File: src/rtl/regfile_write_arbiter.sv
// Round-robin arbiter sharing the register-file write port among NREQ writeback sources.
// Writes to the hardwired-zero register are accepted but suppressed, and counted.
module regfile_write_arbiter #(
    parameter int unsigned NREQ  = 3,
    parameter int unsigned WIDTH = 64,
    parameter int unsigned AW    = 5,
    parameter int unsigned CW    = 8
) (
    input  logic                  clk,
    input  logic                  reset_n,
    input  logic [NREQ-1:0]       req_valid,
    output logic [NREQ-1:0]       req_ready,
    input  logic [NREQ*AW-1:0]    req_reg,
    input  logic [NREQ*WIDTH-1:0] req_data,
    input  logic                  wb_stall,
    output logic [AW-1:0]         WriteRegister,
    output logic [WIDTH-1:0]      WriteData,
    output logic                  RegWrite,
    output logic [1:0]            grant_id,
    output logic [CW-1:0]         drop_count
);

    localparam int unsigned GW = 2;
    localparam logic [AW-1:0] ZERO_REG = AW'(31);
    localparam logic [CW-1:0] DROP_MAX = {CW{1'b1}};

    logic [GW-1:0]    r_ptr;
    logic             w_found;
    logic             w_accept;
    int unsigned      w_idx;
    int unsigned      w_sel;
    logic [NREQ-1:0]  w_vsh;
    logic [GW-1:0]    w_gnt_idx;
    logic [GW-1:0]    w_ptr_nxt;
    logic [AW-1:0]    w_gnt_reg;
    logic [WIDTH-1:0] w_gnt_data;

    // Rotating priority search: first valid requester at or after r_ptr wins.
    always_comb begin
        w_found = 1'b0;
        w_sel   = 0;
        w_idx   = 0;
        w_vsh   = '0;
        for (int unsigned k = 0; k < NREQ; k++) begin
            w_idx = 32'(r_ptr) + k;
            if (w_idx >= NREQ) begin
                w_idx = w_idx - NREQ;
            end
            w_vsh = req_valid >> w_idx;
            if (!w_found && w_vsh[0]) begin
                w_found = 1'b1;
                w_sel   = w_idx;
            end
        end
    end

    always_comb begin
        w_accept   = w_found && reset_n && !wb_stall;
        req_ready  = w_accept ? (NREQ'(1) << w_sel) : '0;
        w_gnt_idx  = GW'(w_sel);
        w_ptr_nxt  = (w_sel + 1 >= NREQ) ? '0 : GW'(w_sel + 1);
        w_gnt_reg  = AW'(req_reg >> (w_sel * AW));
        w_gnt_data = WIDTH'(req_data >> (w_sel * WIDTH));
    end

    // Output stage: a write pulses RegWrite for exactly one cycle; address/data/id hold otherwise.
    always_ff @(posedge clk or negedge reset_n) begin
        if (!reset_n) begin
            r_ptr         <= '0;
            WriteRegister <= '0;
            WriteData     <= '0;
            RegWrite      <= 1'b0;
            grant_id      <= '0;
            drop_count    <= '0;
        end else begin
            RegWrite <= 1'b0;
            if (w_accept) begin
                r_ptr         <= w_ptr_nxt;
                WriteRegister <= w_gnt_reg;
                WriteData     <= w_gnt_data;
                grant_id      <= w_gnt_idx;
                if (w_gnt_reg == ZERO_REG) begin
                    if (drop_count != DROP_MAX) begin
                        drop_count <= drop_count + CW'(1);
                    end
                end else begin
                    RegWrite <= 1'b1;
                end
            end
        end
    end

endmodule

File: config.mk
export PLATFORM = sky130hd
export DESIGN_NAME = regfile_write_arbiter
export DESIGN_NICKNAME = d
export VERILOG_FILES = /design/src/rtl/regfile_write_arbiter.sv
export SDC_FILE = /design/constraint.sdc
export NUM_CORES = 1
export LEC_CHECK = 0
export CAP_MARGIN = 20
export CORE_UTILIZATION = 44
export CTS_CLUSTER_DIAMETER = 50
export DETAILED_ROUTE_END_ITERATION = 16
export GPL_TIMING_DRIVEN = 0
export PLACE_DENSITY = 0.87
export SETUP_SLACK_MARGIN = 0.4
export SLEW_MARGIN = 40
export SYNTH_ARGS = -nofsm -noshare
export SYNTH_HDL_FRONTEND = slang
export SYNTH_SLANG_ARGS = --single-unit
File: constraint.sdc
create_clock -name clk -period 6.9 [get_ports clk]
set_input_delay 1.725 -clock clk [delete_from_list [all_inputs] [get_ports clk]]
set_output_delay 1.725 -clock clk [all_outputs]
set_load 0.03 [all_outputs]
Word-level counts from Yosys, hierarchy flattened

Cells that the tools add are included.
W data, S select, Z words.

Muxes and demuxes: 13
Reduce and logical (&&, ||, !) cells: 8
Multipliers: 1
$lt $le $gt $ge: 4
Shift-type cells: 6
Eq/ne operators: 2
Add/sub/neg operators: 7

Operators by type and width:

| kind                    | count |
|---|---|
| $mux W32                | 6 |
| $shr A192 B32 Y64       | 1 |
| $shr A3 B32 Y1          | 3 |
| $add A32 B1 Y32 const B | 1 |
| $ge A32 B2 Y1 const B   | 1 |
| $mul A32 B3 Y32 const B | 1 |
| $shl A1 B32 Y3 const A  | 1 |
| $shr A15 B32 Y5         | 1 |
| $add A8 B1 Y8 const B   | 1 |
| $ne A8 B8 Y1 const B    | 1 |
| $sub A3 B2 Y4 const B   | 2 |
| $ge A3 B2 Y1 const B    | 2 |
| $eq A5 B5 Y1 const B    | 1 |
| $mux W1                 | 5 |
| $logic_and A1 B1 Y1     | 4 |
| $add A2 B1 Y3 const B   | 1 |
| $add A2 B2 Y3 const B   | 1 |
| $logic_not A1 Y1        | 3 |
| $mux W3                 | 1 |
| $reduce_and A3 Y1       | 1 |
| $sub A2 B2 Y3 const B   | 1 |
| $ge A2 B2 Y1 const B    | 1 |
| $mux W2                 | 1 |

Bits of input ports: 213
Register bits: 82
Logic and storage cells: 47
Output and inout bits: 83

Depth between registers and ports, before layout

Gate-level depths: netlist of the first run.

Depth in word-level cells: 15
Mapped depth: 27
Gate-level depth less buffers: 23

Worst setup path after synthesis of the first run

No wires, ideal clock.

Path type: input -> register
From: in req_valid[2]
To: reg drop_count[1]
Data required time: 6.775 ns
Buffers on the path: 2
Path slack: 1.675 ns
Setup time: 0.125 ns
Arrival: 5.100 ns
Stages: 17
Path through: mux2i_1 -> o22a_4 -> a32o_1 -> nor2_4 -> inv_2 -> ha_1 -> ha_1 -> clkbuf_1 -> inv_1 -> nand2_1 -> a2111oi_0 -> a211o_1 -> o21a_1 -> o211ai_1 -> or4b_1 -> buf_6 -> mux2_4

Word-level cells in the longest chain between the ends: 12
Elaborated cells on any way between the ends: 19
Those cells by class: mul (1); eq/ne (1); shift (4); mux (6); reduce/logical (7)

Ends and longest elaborated chain:

| what                                 | RTL line | RTL |
|---|---|---|
| from (decl)                          | 11       | `input logic [NREQ-1:0] req_valid,` |
| $shr A3 B32 Y1                       | 49       | `w_vsh = req_valid >> w_idx;` |
| $mux W1                              | 50       | `if (!w_found && w_vsh[0]) begin` |
| $logic_not A1 Y1                     | 50       |  |
| $logic_and A1 B1 Y1                  | 50       |  |
| $mux W1                              | 50       |  |
| $logic_not A1 Y1                     | 50       |  |
| $logic_and A1 B1 Y1                  | 50       |  |
| $mux W32 *                           | 50       |  |
| via w_sel[1]                         | 31       | `int unsigned w_sel;` |
| $mul A32 B3 Y32 *                    | 62       | `w_gnt_reg = AW'(req_reg >> (w_sel * AW));` |
| $shr A15 B32 Y5 *                    | 62       |  |
| $eq A5 B5 Y1 *                       | 82       | `if (w_gnt_reg == ZERO_REG) begin` |
| $reduce_and A3 Y1 (no source line) * | -        |  |
| to (signal assigned)                 | 84       | `drop_count <= drop_count + CW'(1);` |
| to (decl)                            | 20       | `output logic [CW-1:0] drop_count` |

The timed path passes the listed nets; every way through them passes the cells marked *.
A chain may end at the register's enable or synchronous reset.

Worst setup path in the final report of the first run

From: in req_valid[2]
To: out req_ready[0]

Word-level cells in the longest chain between the ends: 11
Elaborated cells on any way between the ends: 17
Those cells by class: shift (4); mux (7); reduce/logical (6)

Ends and longest elaborated chain:

| what                             | RTL line | RTL |
|---|---|---|
| $shr A3 B32 Y1                   | 49       |  |
| $mux W1                          | 50       |  |
| $logic_not A1 Y1                 | 50       |  |
| $logic_and A1 B1 Y1              | 50       |  |
| $mux W1                          | 50       |  |
| $logic_not A1 Y1                 | 50       |  |
| $logic_and A1 B1 Y1              | 50       |  |
| $mux W1                          | 50       |  |
| $logic_and A1 B1 Y1 (2 in a row) | 58       | `w_accept = w_found && reset_n && !wb_stall;` |
| $mux W3 *                        | 59       | `req_ready = w_accept ? (NREQ'(1) << w_sel) : '0;` |
| to (decl)                        | 12       | `output logic [NREQ-1:0] req_ready,` |

Mark *: on every way between the ends. The rest lies on a longest branch, timed or not.

==> impl_metrics.toml, run 1 <==
[timing]
tightest_slew_ns = 0.600
rsz0062_at_grt = "no"
hold_viol = 0
max_freq_mhz = 156
relSlewSlack_pct = 60.0
skew_ns = 0.0110
post-route-min-period_ns = 6.41
setup_viol = 0
final.setup.tns_ns = 0
period_share_pct = 92.9
slew_viol_final = 0

[drt]
wl_met2_um = 10500
vias = 6767
drtPass1Iterations = 7
vias_per_cell = 5.73
m1WireLength_um = 8710
routed.top_layer = "met4"
drt_wl_total_um = 22600
ant_nets = 0
wl_per_cell_um = 19.1
drc = 0
drt-initial-drc-count = 480
wl_met3_um = 2280

[synth]
synthCells = 682
synth-edff-count = 0
postSynth.asyncResetShare_pct = 100
synth_area_leaders = "dfrtp_1 (36%), a311oi_1 (10%), nand2_1 (10%)"
synth_cell_types = 69
netlist.area_leader.share_pct = 36.3
ys_seq_area_share_pct = 36.3
synth_area_mm2 = 0.00565
synth_top_area_cell = "dfrtp_1"
synth_seq_cells = 82
synth-main-ff-cell = "dfrtp_1"
syn_avg_cell_area_um2 = 8.28
ys_warn_count = 0

[die]
start_util_pct = 44.9
die_area_mm2 = 0.0133
die_y_um = 115
die_w_um = 115
ios = 296
coreArea_mm2 = 0.0126
core.rowCount = 41

[setup_path]
cp.depth = 10
critPathBufInv = 3
rr_startpoint = "r_ptr[1]"
crit_type = "input port to output pin"
crit_chain = "clkdlybuf4s50_1, nor3b_1, a21o_1, nand2_1, o211ai_1, nand3b_1, clkbuf_1, or2_2, nor2_1, clkdlybuf4s50_1"
slowest_delay_ns = 0.71
worstReg2RegEnd = "drop_count[1]"
crit_path_frequent_cell = "clkdlybuf4s50_1"
reg2reg_depth = 20
worstPathRequired_ns = 5.18
critPathCaptureType = "output pin"
critPathMaxFanout = 10
r2r_setup_slack_ns = 1.84
cp-start-kind = "input port"
cpMaxStageDelayCell = "clkdlybuf4s50_1"
critPathTopFamily = "buffers and inverters"
cp-startpoint = "req_valid[2]"
critPathCapture = "req_ready[0]"
crit_arrival_ns = 4.68

[layout]
fin_nets = 1240
nFillCells = 997
seq_area_mm2 = 0.00205
instances_no_fill = 1180
final_common_cell = "clkdlybuf4s50_1"
drive_gt1_share_pct = 4.86
multi_input_comb_area_mm2 = 0.00337
final_cell_mix = "clkdlybuf4s50_1 (293), nand2_1 (156), dfrtp_1 (82)"
n_antenna_cell = 0
syn_to_final_growth_pct = 63.2

[placement]
gp_congestion = 0.967
dpl.cell_count = 1164
hpwl_um = 17700
port_buffers = 295

[cts]
cts_sinks = 82
cts_resized = 3
clkTransAtPathRegs_ns = 0.06
cts-buffers-inserted = 9
cts_tree = "built"
clock_path_buffers = 2
cts-root-buf = "clkbuf_16"
clock_latency_ns = 0.34
h-tree-depth = 3
cts_hold_buffers = 0
postCtsSetupBuffers = 0

[grt]
grt_pass1_vias = 6257
grt_start_max_net_pins = 59
grt_overflow = 0
grt_pass1_wl_um = 33600
antenna_found_initial = 0
grt_usage_pct = 33.4

[job]
drv_cap = 0

[power]
peakVddDrop_mv = 0.136
total_power_uw = 1750
p_per_area_mw_per_mm2 = 190
p_leak_uw = 0.00418

[worst_hold_path]
whs_path_depth = 1
hold_class = "register to register"

[outcome]
status = "finished, final reports clean"
==> flip-flops by register name (all words and copies together), names as in the netlist <==
| signal | flops |
|---|---|
| WriteRegister | 5 |
| drop_count | 8 |
| grant_id | 2 |
| r_ptr | 2 |
| WriteData | 64 |
| RegWrite | 1 |
==> cells in the mapped netlist (2+ instances only) <==
cell type  count
nand2_1      156
dfrtp_1       82
nor2_1        78
a21o_1        68
a311oi_1      67
clkbuf_1      46
ha_1          23
o21ai_0       19
nand3_1       18
a21oi_1       10
inv_1          9
nand4_1        7
and3_1         5
o211ai_1       5
xor2_1         5
a22oi_1        4
nor3_2         4
a211o_1        3
a211oi_1       3
a22o_1         3
buf_2          3
buf_6          3
mux2_2         3
nor2b_1        3
a21boi_0       2
a31oi_1        2
buf_1          2
conb_1         2
inv_2          2
nand2b_1       2
nor4_1         2
o2111a_1       2
o2111ai_1      2
xnor2_1        2
==> layout make-up <==
cell class | count | share of cell area [%]
multi-input cells | 548 | 36.6
repair buffers | 296 | 32.3
flip-flops and latches | 82 | 22.3
clock buffers | 12 | 2.89
plain buffers | 55 | 2.61
well taps | 172 | 2.34
clock inverters | 4 | 0.530
inverters | 11 | 0.448
==> layer usage <==
metal	track usage (%)	up-vias
met5	0	-
met4	17.9	0
met3	9.96	82
met2	53.3	376
met1	40.8	3209
li1	-	3100
==> worst register-to-register path: cells and delay by family (launching register included) <==
| family | cells | cell delay (ns) |
|---|---|---|
| compound gates | 7 | 1.39 |
| simple gates | 4 | 1.05 |
| fa+ha+maj | 3 | 0.90 |
| buf+inv | 5 | 0.85 |
| flops | 1 | 0.45 |
| mux | 1 | 0.29 |
==> worst min path at each step <==
| stage | start | to | slack (ns) |
|---|---|---|---|
| floorplan | r_ptr[0] | r_ptr[0] | 0.53 |
| global placement | WriteData[41] | WriteData[41] | 0.46 |
| global route | WriteData[47] | WriteData[47] | 0.48 |
| detailed placement | WriteData[62] | WriteData[62] | 0.46 |
| finish | WriteData[47] | WriteData[47] | 0.47 |
| CTS | WriteData[57] | WriteData[57] | 0.48 |
==> per-stage QoR <==
stage	worst slack (ns)	instance area (um^2)	util, %	hold slack, ns
global route	0.407	9210	73.3	0.482
floorplan	1.68	5700	-	0.529
finish	0.493	9210	73.3	0.473
detailed placement	0.174	8900	70.8	0.465
CTS	0.464	9210	73.3	0.478
global placement	-1.97	8870	70.6	0.458
==> power by group <==
group	internal, uW	total, uW	switching (uW)
registers	549	588	38.9
clock network	309	504	195
logic	311	655	344
total	1170	1750	578
==> cells by family after synthesis <==
kind of cell,synth area share (%)
compound gates,28.2
xor+xnor,1.09
fa+ha+maj,5.45
buf+inv,4.92
flops,36.3
mux,1.64
other cells,0.133
simple gates,22.2
Note: power is estimated with default switching activity, not from simulation.
==> inputs of run 2 (changes only) <==
--- a/config.mk
+++ b/config.mk
@@ -5,12 +5,13 @@
 export SDC_FILE = /design/constraint.sdc
 export NUM_CORES = 1
 export LEC_CHECK = 0
-export CAP_MARGIN = 20
-export CORE_UTILIZATION = 44
+export CAP_MARGIN = 40
+export CORE_ASPECT_RATIO = 1.75
+export CORE_UTILIZATION = 40
 export CTS_CLUSTER_DIAMETER = 50
 export DETAILED_ROUTE_END_ITERATION = 16
 export GPL_TIMING_DRIVEN = 0
-export PLACE_DENSITY = 0.87
+export PLACE_DENSITY = 0.8
 export SETUP_SLACK_MARGIN = 0.4
 export SLEW_MARGIN = 40
 export SYNTH_ARGS = -nofsm -noshare
==> constraint.sdc (replaced) <==
create_clock -name clk -period 6.2 [get_ports clk]
set_input_delay 1.55 -clock clk [delete_from_list [all_inputs] [get_ports clk]]
set_output_delay 1.55 -clock clk [all_outputs]
set_load 0.03 [all_outputs]
==> run 2 against run 1 <==
Effect of this change: non-clock buffer count rose by 2; total power rose by 10%; design area increased by 0.19%; via count shrank 1.7%; core utilization is 6.6 points lower; die area up 10%; sequential cell count unchanged; sequential share of layout area about the same; first-iteration DRC count is 25% lower; global-route usage is 1.8 points lower; register-to-register slack worse by 0.50 ns; routed wire length grew 1.8%; critical path type unchanged; largest power group unchanged.
==> impl_metrics.toml, run 2 (synthesized netlist as in run 1, its figures left out) <==
[outcome]
status = "finished, final reports clean"

[cts]
clkTransAtPathRegs_ns = 0.06
cts-root-buf = "clkbuf_16"
cts-buffers-inserted = 9
clock_latency_ns = 0.34
h-tree-depth = 3
cts_tree = "built"
clock_path_buffers = 2
cts_hold_buffers = 0
cts_sinks = 82

[timing]
tightest_slew_ns = 0.691
slew_viol_final = 0
max_freq_mhz = 177
post-route-min-period_ns = 5.65
final.setup.tns_ns = 0
relSlewSlack_pct = 53.9
hold-worst-slack_ns = 0.474
rsz0062_at_grt = "no"
hold_viol = 0
skew_ns = 0.0109
setup_viol = 0
period_share_pct = 91.1

[worst_hold_path]
whs_path_depth = 1
hold_class = "register to register"

[drt]
wl_met2_um = 12000
m1WireLength_um = 8140
routed.top_layer = "met4"
drc = 0
drt-initial-drc-count = 358
vias_per_cell = 5.61
wl_per_cell_um = 19.4
drt_wl_total_um = 23000
wl_met3_um = 1640
vias = 6652
ant_nets = 0
drtPass1Iterations = 5

[die]
coreArea_mm2 = 0.0138
die_area_mm2 = 0.0146
ios = 296
die_w_um = 91.8
core.rowCount = 57
die_y_um = 159
start_util_pct = 40.8

[power]
p_leak_uw = 0.00421
total_power_uw = 1920
peakVddDrop_mv = 0.131
p_per_area_mw_per_mm2 = 209

[layout]
final_cell_mix = "clkdlybuf4s50_1 (291), nand2_1 (155), dfrtp_1 (82)"
nFillCells = 1191
largest_reg_flops = 64
instances_no_fill = 1186
regMostFlops = "WriteData"
n_antenna_cell = 0
top_regs = "WriteData x64, drop_count x8, WriteRegister x5"
final_common_cell = "clkdlybuf4s50_1"
fin_nets = 1242
drive_gt1_share_pct = 6.14
syn_to_final_growth_pct = 63.5

[placement]
dpl.cell_count = 1169
port_buffers = 295
gp_congestion = 0.948
hpwl_um = 18000

[setup_path]
critPathCaptureType = "output pin"
critPathMaxFanout = 10
reg2reg_depth = 20
cp-start-kind = "input port"
crit_arrival_ns = 4.10
worstPathRequired_ns = 4.65
crit_type = "input port to output pin"

[job]
drv_cap = 0

[grt]
grt_overflow = 0
grt_start_max_net_pins = 58
grt_pass1_wl_um = 35600
grt_pass1_vias = 6706
grt_usage_pct = 31.6
antenna_found_initial = 0
==> run 2: final timing paths <==
kind	slack (ns)	start	endpoint
worst max-delay path	0.55	req_valid[0]	req_ready[2]
worst min-delay path	0.47	WriteData[53]	WriteData[53]
worst max register to register	1.34	r_ptr[1]	drop_count[1]
worst min register to register	0.47	WriteData[53]	WriteData[53]
max in group asynchronous	4.53	reset_n	WriteData[54]
min in group asynchronous	1.08	reset_n	drop_count[5]
==> run 2: worst max-delay path, stage by stage <==
cell             delay [ns]
clkdlybuf4s50_1        0.48
mux2i_1                0.24
o22a_4                 0.21
o2111a_1               0.28
nor2_4                 0.08
buf_4                  0.14
buf_4                  0.17
clkbuf_4               0.21
clkbuf_4               0.23
nor2_1                 0.25
clkbuf_2               0.25
==> run 2: area by class of cell <==
class / instances / area, um^2 / area share [%]
multi-input cells: 548 / 3390 / 36.7
repair buffers: 298 / 2990 / 32.4
flip-flops and latches: 82 / 2050 / 22.2
plain buffers: 55 / 251 / 2.72
clock buffers: 9 / 225 / 2.44
well taps: 177 / 221 / 2.40
clock inverters: 6 / 58.8 / 0.637
inverters: 11 / 41.3 / 0.447
==> run 2: power breakdown <==
group          internal (uW)  switching, uW  total, uW
Combinational            348            389        737
Clock                    308            226        533
Sequential               611           43.6        655
Total                   1270            658       1920
==> run 2: through the flow <==
| stage | setup WS [ns] | util (%) | cell area, um^2 |
|---|---|---|---|
| global placement | -2.55 | 64.1 | 8870 |
| detailed placement | -0.388 | 64.3 | 8900 |
| finish | 0.552 | 66.7 | 9230 |
| CTS | 0.367 | 66.5 | 9200 |
| global route | 0.429 | 66.7 | 9230 |
| floorplan | 1.15 | - | 5700 |
==> run 2: timing repair <==
item,in CTS,in global routing
gates resized for setup,12,13
endpoints found under the setup margin,11,9
pin swaps,2,2
setup buffers,1,1
==> run 2: metal layers <==
| metal | up-vias | GRT usage, % |
|---|---|---|
| met3 | 78 | 7.12 |
| li1 | 3098 | - |
| met5 | - | 0 |
| met4 | 0 | 16.4 |
| met1 | 3153 | 33.7 |
| met2 | 323 | 57.3 |
==> inputs of run 3 (changes only) <==
--- a/config.mk
+++ b/config.mk
@@ -5,7 +5,7 @@
 export SDC_FILE = /design/constraint.sdc
 export NUM_CORES = 1
 export LEC_CHECK = 0
-export CAP_MARGIN = 40
+export CAP_MARGIN = 20
 export CORE_ASPECT_RATIO = 1.75
 export CORE_UTILIZATION = 40
 export CTS_CLUSTER_DIAMETER = 50
==> results of run 3 <==
The final DEF is identical to that of run 2; final timing and power are the same.
